$ cat src/rtl/viterbi_pkg.sv
// Shared types and constants for the convolutional-code channel stages.
package viterbi_pkg;

  typedef enum logic [1:0] {CH_CLEAN, CH_SCHED, CH_RAND, CH_BOTH} ch_mode_t;
  typedef enum logic [1:0] {B_IDLE, B_BURST, B_DONE} burst_st_t;

  localparam logic [15:0] LFSR_TAPS = 16'hB400;

  function automatic logic [1:0] popcnt2(input logic [1:0] m);
    return {1'b0, m[1]} + {1'b0, m[0]};
  endfunction

endpackage

$ cat src/rtl/lfsr16.sv
// 16-bit right-shifting Galois LFSR (x^16+x^14+x^13+x^11+1), advances on adv.
module lfsr16
  import viterbi_pkg::*;
#(
  parameter logic [15:0] seed = 16'hACE1
) (
  input  logic        clk,
  input  logic        rst,
  input  logic        adv,
  output logic [15:0] q
);

  always_ff @(posedge clk or negedge rst) begin
    if (!rst) begin
      q <= seed;
    end else if (adv) begin
      q <= {1'b0, q[15:1]} ^ (q[0] ? LFSR_TAPS : '0);
    end
  end

endmodule

$ cat src/rtl/channel_err_inj.sv
// Registered channel model: corrupts code symbols by scheduled burst and/or
// pseudo-random single-bit flips, with saturating error and symbol counters.
module channel_err_inj
  import viterbi_pkg::*;
#(
  parameter int          N    = 3,
  parameter logic [15:0] SEED = 16'hACE1,
  parameter int          CT_W = 32
) (
  input  logic            clk,
  input  logic            rst,
  input  logic            valid_i,
  input  logic [1:0]      d_in,
  input  logic [1:0]      mode_i,
  input  logic [CT_W-1:0] err_idx_i,
  input  logic [3:0]      burst_len_i,
  output logic            valid_o,
  output logic [1:0]      d_out,
  output logic [1:0]      err_inj,
  output logic [CT_W-1:0] bad_bit_ct,
  output logic [CT_W-1:0] word_ct,
  output logic            burst_done
);

  localparam int CW1 = CT_W + 1;

  ch_mode_t        mode;
  burst_st_t       st;
  logic [3:0]      rem;
  logic [15:0]     lfsr;
  logic            sched_en;
  logic            rand_en;
  logic            trig;
  logic [1:0]      m_sched;
  logic [1:0]      m_rand;
  logic [1:0]      mask;
  logic [CT_W:0]   bad_sum;
  logic [CT_W-1:0] bad_next;
  logic [CT_W-1:0] word_next;
  logic            unused_lfsr;

  lfsr16 #(.seed(SEED)) u_lfsr (
    .clk (clk),
    .rst (rst),
    .adv (valid_i),
    .q   (lfsr)
  );

  assign unused_lfsr = ^lfsr;
  assign mode        = ch_mode_t'(mode_i);

  always_comb begin
    sched_en = (mode == CH_SCHED) || (mode == CH_BOTH);
    rand_en  = (mode == CH_RAND)  || (mode == CH_BOTH);

    m_rand = 2'b00;
    if (rand_en && (lfsr[N-1:0] == '0)) begin
      m_rand = lfsr[N] ? 2'b10 : 2'b01;
    end

    // The trigger symbol itself is already part of the burst.
    trig    = (st == B_IDLE) && (word_ct == err_idx_i) && (burst_len_i != 4'd0);
    m_sched = (sched_en && (trig || (st == B_BURST))) ? 2'b11 : 2'b00;
    mask    = m_sched | m_rand;

    bad_sum   = {1'b0, bad_bit_ct} + CW1'(popcnt2(mask));
    bad_next  = bad_sum[CT_W] ? '1 : bad_sum[CT_W-1:0];
    word_next = (&word_ct) ? word_ct : word_ct + CT_W'(1);
  end

  // rem counts burst symbols still to corrupt, including the current one in BURST.
  always_ff @(posedge clk or negedge rst) begin
    if (!rst) begin
      st         <= B_IDLE;
      rem        <= '0;
      valid_o    <= 1'b0;
      d_out      <= '0;
      err_inj    <= '0;
      bad_bit_ct <= '0;
      word_ct    <= '0;
      burst_done <= 1'b0;
    end else begin
      valid_o <= valid_i;
      err_inj <= valid_i ? mask : 2'b00;
      if (valid_i) begin
        d_out      <= d_in ^ mask;
        bad_bit_ct <= bad_next;
        word_ct    <= word_next;
        if (sched_en) begin
          case (st)
            B_IDLE: begin
              if (word_ct == err_idx_i) begin
                if (burst_len_i == 4'd0) begin
                  burst_done <= 1'b1;
                end else if (burst_len_i == 4'd1) begin
                  st         <= B_DONE;
                  burst_done <= 1'b1;
                end else begin
                  st  <= B_BURST;
                  rem <= burst_len_i - 4'd1;
                end
              end
            end
            B_BURST: begin
              rem <= rem - 4'd1;
              if (rem == 4'd1) begin
                st         <= B_DONE;
                burst_done <= 1'b1;
              end
            end
            default: st <= st;
          endcase
        end
      end
    end
  end

endmodule
$ cat config.mk
export PLATFORM = sky130hd
export DESIGN_NAME = channel_err_inj
export DESIGN_NICKNAME = d
export VERILOG_FILES = /design/src/rtl/viterbi_pkg.sv /design/src/rtl/lfsr16.sv /design/src/rtl/channel_err_inj.sv
export SDC_FILE = /design/constraint.sdc
export NUM_CORES = 1
export LEC_CHECK = 0
export CAP_MARGIN = 5
export CORE_MARGIN = 5
export CORE_UTILIZATION = 51
export CTS_CLUSTER_DIAMETER = 50
export DETAILED_ROUTE_END_ITERATION = 12
export HOLD_SLACK_MARGIN = 0.1
export PLACE_DENSITY = 0.81
export SLEW_MARGIN = 30
export SYNTH_ARGS = -nofsm -noshare
export SYNTH_HDL_FRONTEND = slang
export SYNTH_HIERARCHICAL = 1
export SYNTH_SLANG_ARGS = --single-unit
$ cat constraint.sdc
create_clock -name clk -period 5.1 [get_ports clk]
set_clock_uncertainty 0.1 [all_clocks]
set_input_delay 0.51 -clock clk [delete_from_list [all_inputs] [get_ports clk]]
set_output_delay 0.51 -clock clk [all_outputs]
set_load 0.005 [all_outputs]
==> flow_summary_export.csv <==
group,metric,value,unit
outcome,outcome,"completed",
critical_path,critPathKind,"input port to flip-flop",
route,drtIter0Drc,110,
sta,finalHoldViolCount,0,
power_and_ir_drop,cellLeakagePower,2.94,nW
run,max-cap-violations,0,
route,routed.top_layer,"met4",
critical_path,timing.rr.start,"word_ct[15]",
cts,clk_pin_slew,0.09,ns
power_and_ir_drop,vdd_drop_max,0.000210,V
sta,maxSlewHeadroom,0.406,
global_routing,grt_max_degree,54,
final_layout,diodes,0,
cts,clk_latency,0.36,ns
cts,cts_tree,"yes",
yosys,synth_area,4930,sq um
yosys,ys.flop_type,"dfrtp_1",
floorplan,start_util,0.528,
critical_path,worst_ep_required_time,5.27,ns
yosys,syn-num-nets,517,
critical_path,cp_common_cell,"nand3_1",
floorplan,coreArea,9330,sq um
final_layout,area_growth,29.1,%
critical_path,start_kind,"input port",
route,wl_met1,4970,um
cts,clock_path_buffers,2,
yosys,ys_types,55,
placement,placed_cell_area,6120,sq um
critical_path,critPathArrivalTime,4.82,ns
global_routing,grt_pass1_wl,19600,um
route,wl_met2,5510,um
critical_path,rr_endpoint,"bad_bit_ct[5]",
critical_path,crit_chain,"clkdlybuf4s50_1 -> xor2_1 -> nor4_2 -> nand4_1 -> nor3_1 -> a211oi_1 -> fa_1 -> inv_1 -> ha_1 -> nand3_1 -> nor4_4 -> nand4_2 -> or3_1 -> nand3_1",
route,wl_per_cell,16.4,um
sta,period_share,0.911,
cts,cts_setup_buffers,0,
route,dr_wl_met3,982,um
yosys,synth.avg_cell_area,10.5,sq um
floorplan,dieWidth,108,um
power_and_ir_drop,powerDensity,300,nW/um^2
yosys,netlist_instances,467,
final_layout,final_nets,631,
placement,place_hpwl,8780,um
critical_path,endpoint,"bad_bit_ct[5]",
route,route.detailed.drc,0,
global_routing,antenna_found_initial,0,
min_path,min_from,"burst_done",
sta,hold_ws,0.388,ns
sta,setup_violations,0,
floorplan,die_h,108,um
route,vias_per_cell,5.40,
critical_path,cp_max_fo,29,
sta,max_freq,215,MHz
sta,tightest_slew,0.892,ns
floorplan,die_area,11700,sq um
critical_path,crit_path_start,"err_idx_i[15]",
global_routing,first_global_vias,4022,
min_path,hold_class,"flip-flop to flip-flop",
floorplan,io_pins,113,
critical_path,reg2reg_slack,0.55,ns
critical_path,reg2regPathDepth,13,
yosys,yosysWarnings,6,
cts,cts_buffers,9,
cts,ctsRootBufferMaster,"clkbuf_8",
final_layout,finalInstanceArea,6360,sq um
yosys,yosys.area.top_type,"dfrtp_1",
placement,gp_routability_congestion,0.898,
cts,cts_sinks,92,
placement,port_buffers,112,
yosys,synth.area.top_cells,"dfrtp_1 43%, xor2_1 10%, xnor2_1 6.4%, dfstp_2 4.3%, nand2_1 4.2%",
yosys,synth_edf_count,0,
critical_path,crit_path_end_kind,"flip-flop",
sta,drv_slew,0,
route,routed_wl,11700,um
global_routing,grtUsageTotal,0.211,
yosys,synth_seq_area_share,0.469,
floorplan,num_rows,35,
route,firstDrtPassIters,4,
global_routing,grt-ovfl-total,0,
route,num_vias,3862,
sta,period_minus_slack,4.65,ns
final_layout,drive_gt1_frac,0.109,
sta,rsz0062_at_grt,"no",
critical_path,crit_path_max_incr_delay,0.80,ns
yosys,synth_top_area_share,0.427,
critical_path,critical-path-slowest-cell,"or3_1",
yosys,ys_ff_latch,92,
cts,ctsHtreeMaxLevel,3,
yosys,async_flop_share,1.00,
route,detail-route-antenna-nets,0,
[what timing repair did]
item / 4_1_cts / 5_1_grt
hold endpoints to repair: 39 / 0
setup endpoints to repair: 0 / 29
gates resized for setup: 0 / 1
hold buffers: 1 / 0
[layout make-up]
class	count	area [sq um]
sequential	92	2310
multi-input combinational	346	2450
timing repair buffer	116	1150
tap	129	161
clock inverter	5	83.8
inverter	16	60.1
clock buffer	11	141
fill	734	2970
[layer usage]
layer / global-route usage / vias up
met1: 0.271 / 1871
li1: - / 1833
met4: 0.0685 / 0
met5: 0 / -
met2: 0.347 / 136
met3: 0.0579 / 22
[state kept, by name (all words and copies together) (netlist names)]
name / cells
word_ct: 32
d_out: 2
valid_o: 1
rem: 4
burst_done: 1
bad_bit_ct: 32
err_inj: 2
st: 2
u_lfsr/q: 16
[placed cells by master, fill, tap and decap left out, drive strengths merged, types with 2 or more instances in the layout]
cell           instances
a21oi                  9
a31o                   2
a31oi                  3
and2                   6
and3                   8
and4                   4
buf                    4
bufinv                 2
clkbuf                11
clkdlybuf4s50        111
clkinvlp               2
dfrtp                 84
dfstp                  8
ha                     6
inv                   17
mux2                  17
mux2i                  3
nand2                 55
nand3                 31
nand4                 18
nor2                  26
nor2b                  4
nor3                  12
nor3b                  2
nor4                  11
o21a                   3
o21ai                 14
o31ai                  3
or3                    4
xnor2                 36
xor2                  56
[metrics by stage]
stage	TNS [ns]	std cells	power (mW)	setup slack [ns]	utilization
after CTS	0	715	1.93	0.188	0.681
after global routing	0	715	2.01	0.0827	0.682
final	0	715	1.91	0.454	0.682
after global placement	0	698	1.36	0.0939	0.656
after detailed placement	-2.15	698	1.38	-0.141	0.656
after floorplan	0	467	1.18	1.36	-
[power by group]
group	internal (mW)	total [mW]	leakage (nW)	switching, mW
clock network	0.291	0.549	0.106	0.257
logic	0.240	0.389	1.64	0.149
registers	0.859	0.972	1.19	0.113
[Yosys cell counts, drive strengths merged (3+ instances only)]
cell type,count
o21ai,14
and2,6
a21oi,9
a31oi,3
dfstp,8
inv,16
nor2,26
nand3,31
nand2,55
ha,6
or3,4
dfrtp,84
buf,6
o21a,3
nor2b,4
nor3,12
xor2,56
mux2i,3
xnor2,36
and4,4
and3,8
mux2,17
o31ai,3
nor4,11
nand4,18
clkbuf,7
[critical path, delay by kind of cell]
kind                       cells  cell delay (ns)
buffers and inverters          2             0.49
xor gates and xnor gates       1             0.16
adders and majority gates      2             0.60
AOI/OAI and AO/OA              1             0.12
and+or+nand+nor                8             2.93
[worst min-delay path by stage]
stage / to / slack [ns] / depth (start not counted)
floorplan: bad_bit_ct[0] / 0.11 / 0
global placement: burst_done / 0.36 / 1
detailed placement: burst_done / 0.37 / 1
CTS: burst_done / 0.39 / 1
global route: u_lfsr/q[7] / 0.42 / 1
finish: burst_done / 0.39 / 1
[cell families after synthesis]
| family | Yosys count | share of synthesized area |
|---|---|---|
| compound gates | 43 | 0.0592 |
| xor+xnor | 92 | 0.164 |
| fa+ha+maj | 7 | 0.0193 |
| buf+inv | 29 | 0.0345 |
| flops | 92 | 0.469 |
| mux | 20 | 0.0480 |
| simple gates | 184 | 0.206 |
(Power assumes the default switching activity.)
==> variant 1, RTL diff (config.mk and constraints unchanged) <==
The output `err_inj` loses its register stage (`err_inj` becomes a continuous assignment).
--- a/src/rtl/channel_err_inj.sv
+++ b/src/rtl/channel_err_inj.sv
@@ -77,3 +77,2 @@
       d_out      <= '0;
-      err_inj    <= '0;
       bad_bit_ct <= '0;
@@ -83,3 +82,2 @@
       valid_o <= valid_i;
-      err_inj <= valid_i ? mask : 2'b00;
       if (valid_i) begin
@@ -117,2 +115,4 @@
 
+  assign err_inj = valid_i ? mask : 2'b00;
+
 endmodule
Check against the original RTL: not equivalent (Yosys sat finds a counterexample within 4 cycles, from zero or initial values and one cycle with rst low).
==> variant 1 against the unedited design <==
  * Sequential cell count decreased by 2
  * Area after synthesis decreased by 3.6%
  * Total power increased by 2.0%
  * Largest power group unchanged
  * Highest routed layer unchanged
  * Die area decreased by 3.3%
  * Cell area decreased by 2.3%
  * Largest cell class unchanged
  * Wire length decreased by 4.2%
  * Worst setup slack improved by 0.35 ns
  * Core utilization decreased by 0.32 points
==> variant 1: results (changes against the unedited design) <==
- Run status: finished clean (unchanged).
- The number of global-route vias before repair came to 3,775 (was 4,022).
- The data arrival at the endpoint of the critical path is 4.47 ns (was 4.82 ns).
- The distinct cell type count of the synthesized netlist is 48 (was 55).
- The routed wire length is 11,200 um (was 11,700 um).
- The first-iteration detailed-routing DRC count is 197 (was 110).
- The library cell contributing the largest single delay on the critical path is nor4_1 (was or3_1).
- The routability congestion estimate from global placement is 0.856 (was 0.898).
- The final net count is 633 (was 631).
- The number of nets in the synthesized netlist came to 516 (was 517).
- The count of non-filler cells in the finished layout is 699 (was 715).
- The largest driver fanout on the critical path is 25 (was 29).
- The count of antenna diodes in the layout came to 0 (unchanged).
- The clock latency reported for the late side of the worst-skew pair is 0.36 ns (about the same).
- The kind of path behind the tightest hold check is register to register (unchanged).
- Largest registers ranked by flip-flop count: bad_bit_ct (32), word_ct (32), u_lfsr/q (16) (unchanged).
- The first-pass GRT wire length was 18,800 um (was 19,600 um).
- The number of buffers created by CTS came to 9 (unchanged).
- The largest buffer count on any clock path is 2 (unchanged).
- The leakage component of the power is 2.80 nW (was 2.94 nW).
- The total instance count after detailed placement is 682 (was 698).
- The HPWL after detailed placement is 8470 um (was 8780 um).
- The post-synthesis cell count is 466 (was 467).
- The initial antenna violation count is 0 (unchanged).
- The sequential area share after synthesis came to 0.477 (was 0.469).
- The proportion of register bits with asynchronous set or reset after synthesis is 1.00 (unchanged).
- The maximum single-stage delay on the critical path was 0.44 ns (was 0.80 ns).
- Cells taking the most area after synthesis: dfrtp_1 43%, xor2_1 11%, xnor2_1 5.9% (was dfrtp_1 43%, xor2_1 10%, xnor2_1 6.4%).
- The number of H-tree levels was 3 (unchanged).
- The count of buffers added by post-CTS timing repair for setup was 0 (unchanged).
- The largest net degree at the start of global routing is 47 (was 54).
- The number of vias per cell came to 5.34 (was 5.40).
- The number of buffer cells added on primary ports was 112 (unchanged).
- The clock edge transition at the registers on the reported setup and hold paths is 0.08 ns.
- The primary flip-flop cell chosen by synthesis mapping was dfrtp_1 (unchanged).
- The fill cell instance count of the final layout is 697 (was 734).
- Leading cell types by count after synthesis: 82 x dfrtp_1, 67 x nand2_1, 62 x xor2_1 (was 84 x dfrtp_1, 56 x xor2_1, 55 x nand2_1).
- The normalized max-slew margin is 0.518 (was 0.406).
- The number of warning messages in the yosys log was 6 (unchanged).
- The count of TritonRoute iterations in the first routing pass is 4 (unchanged).
- The post-cts repair resize count is 0 (unchanged).
- The buffer type at the clock tree root is clkbuf_8 (unchanged).
- The ratio of cells with drive above 1 in the final layout is 0.0850 (was 0.109).
- The aggregate global-route resource usage came to 0.205 (was 0.211).
- The highest ir drop seen on vdd is 0.223 mV (was 0.210 mV).
[variant 1: path summary, 6_finish.rpt]
| check | startpoint | endpoint | slack (ns) | depth (start not counted) |
|---|---|---|---|---|
| max in group asynchronous | rst | bad_bit_ct[22] | 3.30 | 3 |
| worst min register to register | u_lfsr/q[10] | u_lfsr/q[10] | 0.40 | 2 |
| worst max register to register | word_ct[2] | bad_bit_ct[2] | 0.86 | 16 |
| worst max-delay path | err_idx_i[20] | bad_bit_ct[2] | 0.80 | 17 |
| min in group asynchronous | rst | word_ct[31] | 0.59 | 2 |
| worst min-delay path | u_lfsr/q[10] | u_lfsr/q[10] | 0.40 | 2 |
[variant 1: area by class of cell]
class,instances,area [um2],share of cell area
clock buffers,11,131,0.0212
repair buffers,117,1160,0.187
multi-input cells,351,2360,0.381
inverters,14,52.6,0.00846
clock inverters,5,104,0.0167
well taps,111,139,0.0224
flip-flops and latches,90,2260,0.364
[variant 1: what timing repair did]
item | CTS | global route
endpoints found under the setup margin | 0 | 0
hold buffers | 1 | 0
hold endpoints to repair | 44 | 0
[variant 1: through the flow]
step,instance area (um2),hold WS [ns],utilization,total power [mW],setup slack [ns]
after floorplan,4750,0.114,-,1.17,1.39
after global placement,5970,0.378,0.652,1.37,0.533
after detailed placement,5970,0.388,0.652,1.39,0.443
after CTS,6210,0.405,0.679,1.97,0.822
after global routing,6210,0.428,0.679,2.05,0.440
final,6210,0.398,0.679,1.95,0.800
[variant 1: where the power goes]
part	total [mW]	leakage [nW]	internal [mW]	switching, mW
clock	0.571	0.118	0.326	0.245
combinational	0.399	1.51	0.250	0.148
sequential	0.978	1.17	0.847	0.131
[variant 1: worst max-delay path: cells and delay by family]
family | cells | cell delay, ns
buffers and inverters | 3 | 0.76
adder cells (fa/ha/maj) | 2 | 0.53
XOR/XNOR | 1 | 0.14
AND/OR/NAND/NOR | 10 | 2.42
AO/OA/AOI/OAI | 1 | 0.10
[variant 1: kinds of logic (layout without fill, tap and decap cells)]
| family | Yosys count | count (layout) | synth area share |
|---|---|---|---|
| xor+xnor | 94 | 94 | 0.173 |
| mux | 20 | 20 | 0.0498 |
| buf+inv | 25 | 147 | 0.0256 |
| flops | 90 | 90 | 0.477 |
| fa+ha+maj | 7 | 7 | 0.0200 |
| compound gates | 37 | 37 | 0.0474 |
| simple gates | 193 | 193 | 0.207 |
[variant 1: metal layers]
metal  vias up  wire [um]  track usage
li1       1825          -            -
met1      1805       5100        0.282
met2        93       5500        0.329
met3        11        508       0.0486
met4         0        118       0.0521
met5         -          0            0
==> variant 2, RTL diff (config.mk and constraints unchanged) <==
Made on the original files. `CT_W`: 32 -> 64.
--- a/src/rtl/channel_err_inj.sv
+++ b/src/rtl/channel_err_inj.sv
@@ -7,3 +7,3 @@
   parameter logic [15:0] SEED = 16'hACE1,
-  parameter int          CT_W = 32
+  parameter int          CT_W = 64
 ) (
Ports: changed (resized bad_bit_ct, err_idx_i and word_ct); port bits go from 113 to 209. No check against the original RTL was run, so the function may have changed too.
==> variant 2 against the unedited design <==
  * Wire length rose by 98%
  * Core utilization rose by 2.4 points
  * Sequential cell count rose by 64
  * Cell area rose by 78%
  * First-iteration DRC count rose to 3.8 times the old value
  * Final cell count rose by 77%
  * Total power rose by 84%
  * Area after synthesis rose by 70%
  * Via count rose by 78%
  * Sequential share of layout area fell by 1.7 points
  * Worst setup slack got worse by 0.034 ns
  * Critical endpoint is now bad_bit_ct[62]
  * Largest cell class unchanged
==> variant 2: results (changes against the unedited design) <==
- Run status: finished clean (unchanged).
- The number of nets in the synthesized netlist is 890 (was 517).
- The cell class contributing the biggest share of worst-path delay is simple AND/OR/NAND/NOR gates (unchanged).
- The largest buffer count on any clock path is 2 (unchanged).
- Leading cell types by count after synthesis: 148 x dfrtp_1, 120 x xnor2_1, 91 x nand2_1 (was 84 x dfrtp_1, 56 x xor2_1, 55 x nand2_1).
- The buffer type at the clock tree root is clkbuf_16 (was clkbuf_8).
- Largest registers ranked by flip-flop count: bad_bit_ct (64), word_ct (64), u_lfsr/q (16) (was bad_bit_ct (32), word_ct (32), u_lfsr/q (16)).
- The final net count came to 1,115 (was 631).
- The routability congestion estimate from global placement is 0.925 (was 0.898).
- The HPWL after detailed placement came to 17,400 um (was 8780 um).
- The count of TritonRoute iterations in the first routing pass is 4 (unchanged).
- The primary flip-flop cell chosen by synthesis mapping is dfrtp_1 (unchanged).
- The distinct cell type count of the synthesized netlist is 63 (was 55).
- The number of buffers created by CTS was 17 (was 9).
- The complex-gate fraction of the synthesized area came to 0.0427 (was 0.0592).
- The first-pass GRT wire length is 37,800 um (was 19,600 um).
- The leakage component of the power is 4.90 nW (was 2.94 nW).
- The count of buffers added by post-CTS timing repair for setup came to 0 (unchanged).
- The data arrival at the endpoint of the critical path was 4.90 ns (was 4.82 ns).
- The aggregate global-route resource usage was 0.244 (was 0.211).
- The ratio of cells with drive above 1 in the final layout came to 0.0994 (was 0.109).
- The proportion of synthesized area in mux cells is 0.0282 (was 0.0480).
- The slew at the pin with the worst max-slew slack is 0.850 ns (was 0.892 ns).
- The clock latency reported for the late side of the worst-skew pair is 0.42 ns (was 0.36 ns).
- The number of warning messages in the yosys log is 6 (unchanged).
- The max-cap violation count is 0 (unchanged).
- The highest ir drop seen on vdd came to 0.277 mV (was 0.210 mV).
- The proportion of register bits with asynchronous set or reset after synthesis is 1.00 (unchanged).
- The XOR/XNOR share of the synthesized area was 0.182 (was 0.164).
- The adder and majority cell fraction of the synthesized area is 0.0113 (was 0.0193).
- The number of vias per cell is 5.44 (was 5.40).
- The first-iteration detailed-routing DRC count is 414 (was 110).
- The hold-fix buffer count after cts is 1 (unchanged).
- The routed wire length is 23,200 um (was 11,700 um).
- The post-cts repair resize count is 0 (unchanged).
- The maximum single-stage delay on the critical path is 0.50 ns (was 0.80 ns).
- The library cell contributing the largest single delay on the critical path is nor4_1 (was or3_1).
- The largest net degree at the start of global routing is 113 (was 54).
- The count of antenna diodes in the layout came to 0 (unchanged).
- The sequential area share after synthesis is 0.467 (was 0.469).
- The number of buffer cells added on primary ports was 208 (was 112).
- The number of H-tree levels is 4 (was 3).
- The clock edge transition at the registers on the reported setup and hold paths is 0.06 ns (was 0.09 ns).
- The largest driver fanout on the critical path is 7 (was 29).
- Cells taking the most area after synthesis: dfrtp_1 44%, xnor2_1 13%, xor2_1 5.6% (was dfrtp_1 43%, xor2_1 10%, xnor2_1 6.4%).
- The number of global-route vias before repair came to 6,949 (was 4,022).
variant 2: metrics by stage:
stage / cells / cell area (um2) / setup WS, ns
after global placement: 1229 / 10700 / 0.100
after global routing: 1262 / 11300 / 0.212
after detailed placement: 1229 / 10700 / 0.0832
final: 1262 / 11300 / 0.420
after CTS: 1262 / 11300 / 0.503
after floorplan: 808 / 8380 / 1.19
variant 2: final cells by class:
class	instances	area (um2)
clock buffers	21	440
clock inverters	11	121
fillers	1255	4710
inverters	21	78.8
multi-input cells	614	4270
flip-flops and latches	156	3910
well taps	216	270
repair buffers	223	2200
variant 2: worst paths after layout:
check,cells past startpoint,to,start,slack (ns)
min,1,burst_done,burst_done,0.39
max in group asynchronous,3,word_ct[20],rst,3.18
min in group asynchronous,2,word_ct[48],rst,0.61
max,17,bad_bit_ct[62],err_idx_i[22],0.42
max reg2reg,16,bad_bit_ct[62],word_ct[49],0.48
min reg2reg,1,burst_done,burst_done,0.39
variant 2: layer usage:
layer	GRT usage	vias to the layer above	part of all wire
li1	-	3272	-
met1	0.343	3344	0.45
met2	0.384	225	0.47
met3	0.0510	30	0.054
met4	0.0707	0	0.018
met5	0	-	0
variant 2: cell families after synthesis:
group                    after synthesis
AO/OA/AOI/OAI                         55
adder cells (fa/ha/maj)                7
multiplexers                          20
buffers and inverters                 38
AND/OR/NAND/NOR                      358
XOR/XNOR                             174
flip-flops                           156
variant 2: where the power goes:
| part | switching, mW | internal [mW] | leakage, nW |
|---|---|---|---|
| clock network | 0.500 | 0.719 | 0.271 |
| logic | 0.305 | 0.403 | 2.57 |
| registers | 0.165 | 1.41 | 2.06 |
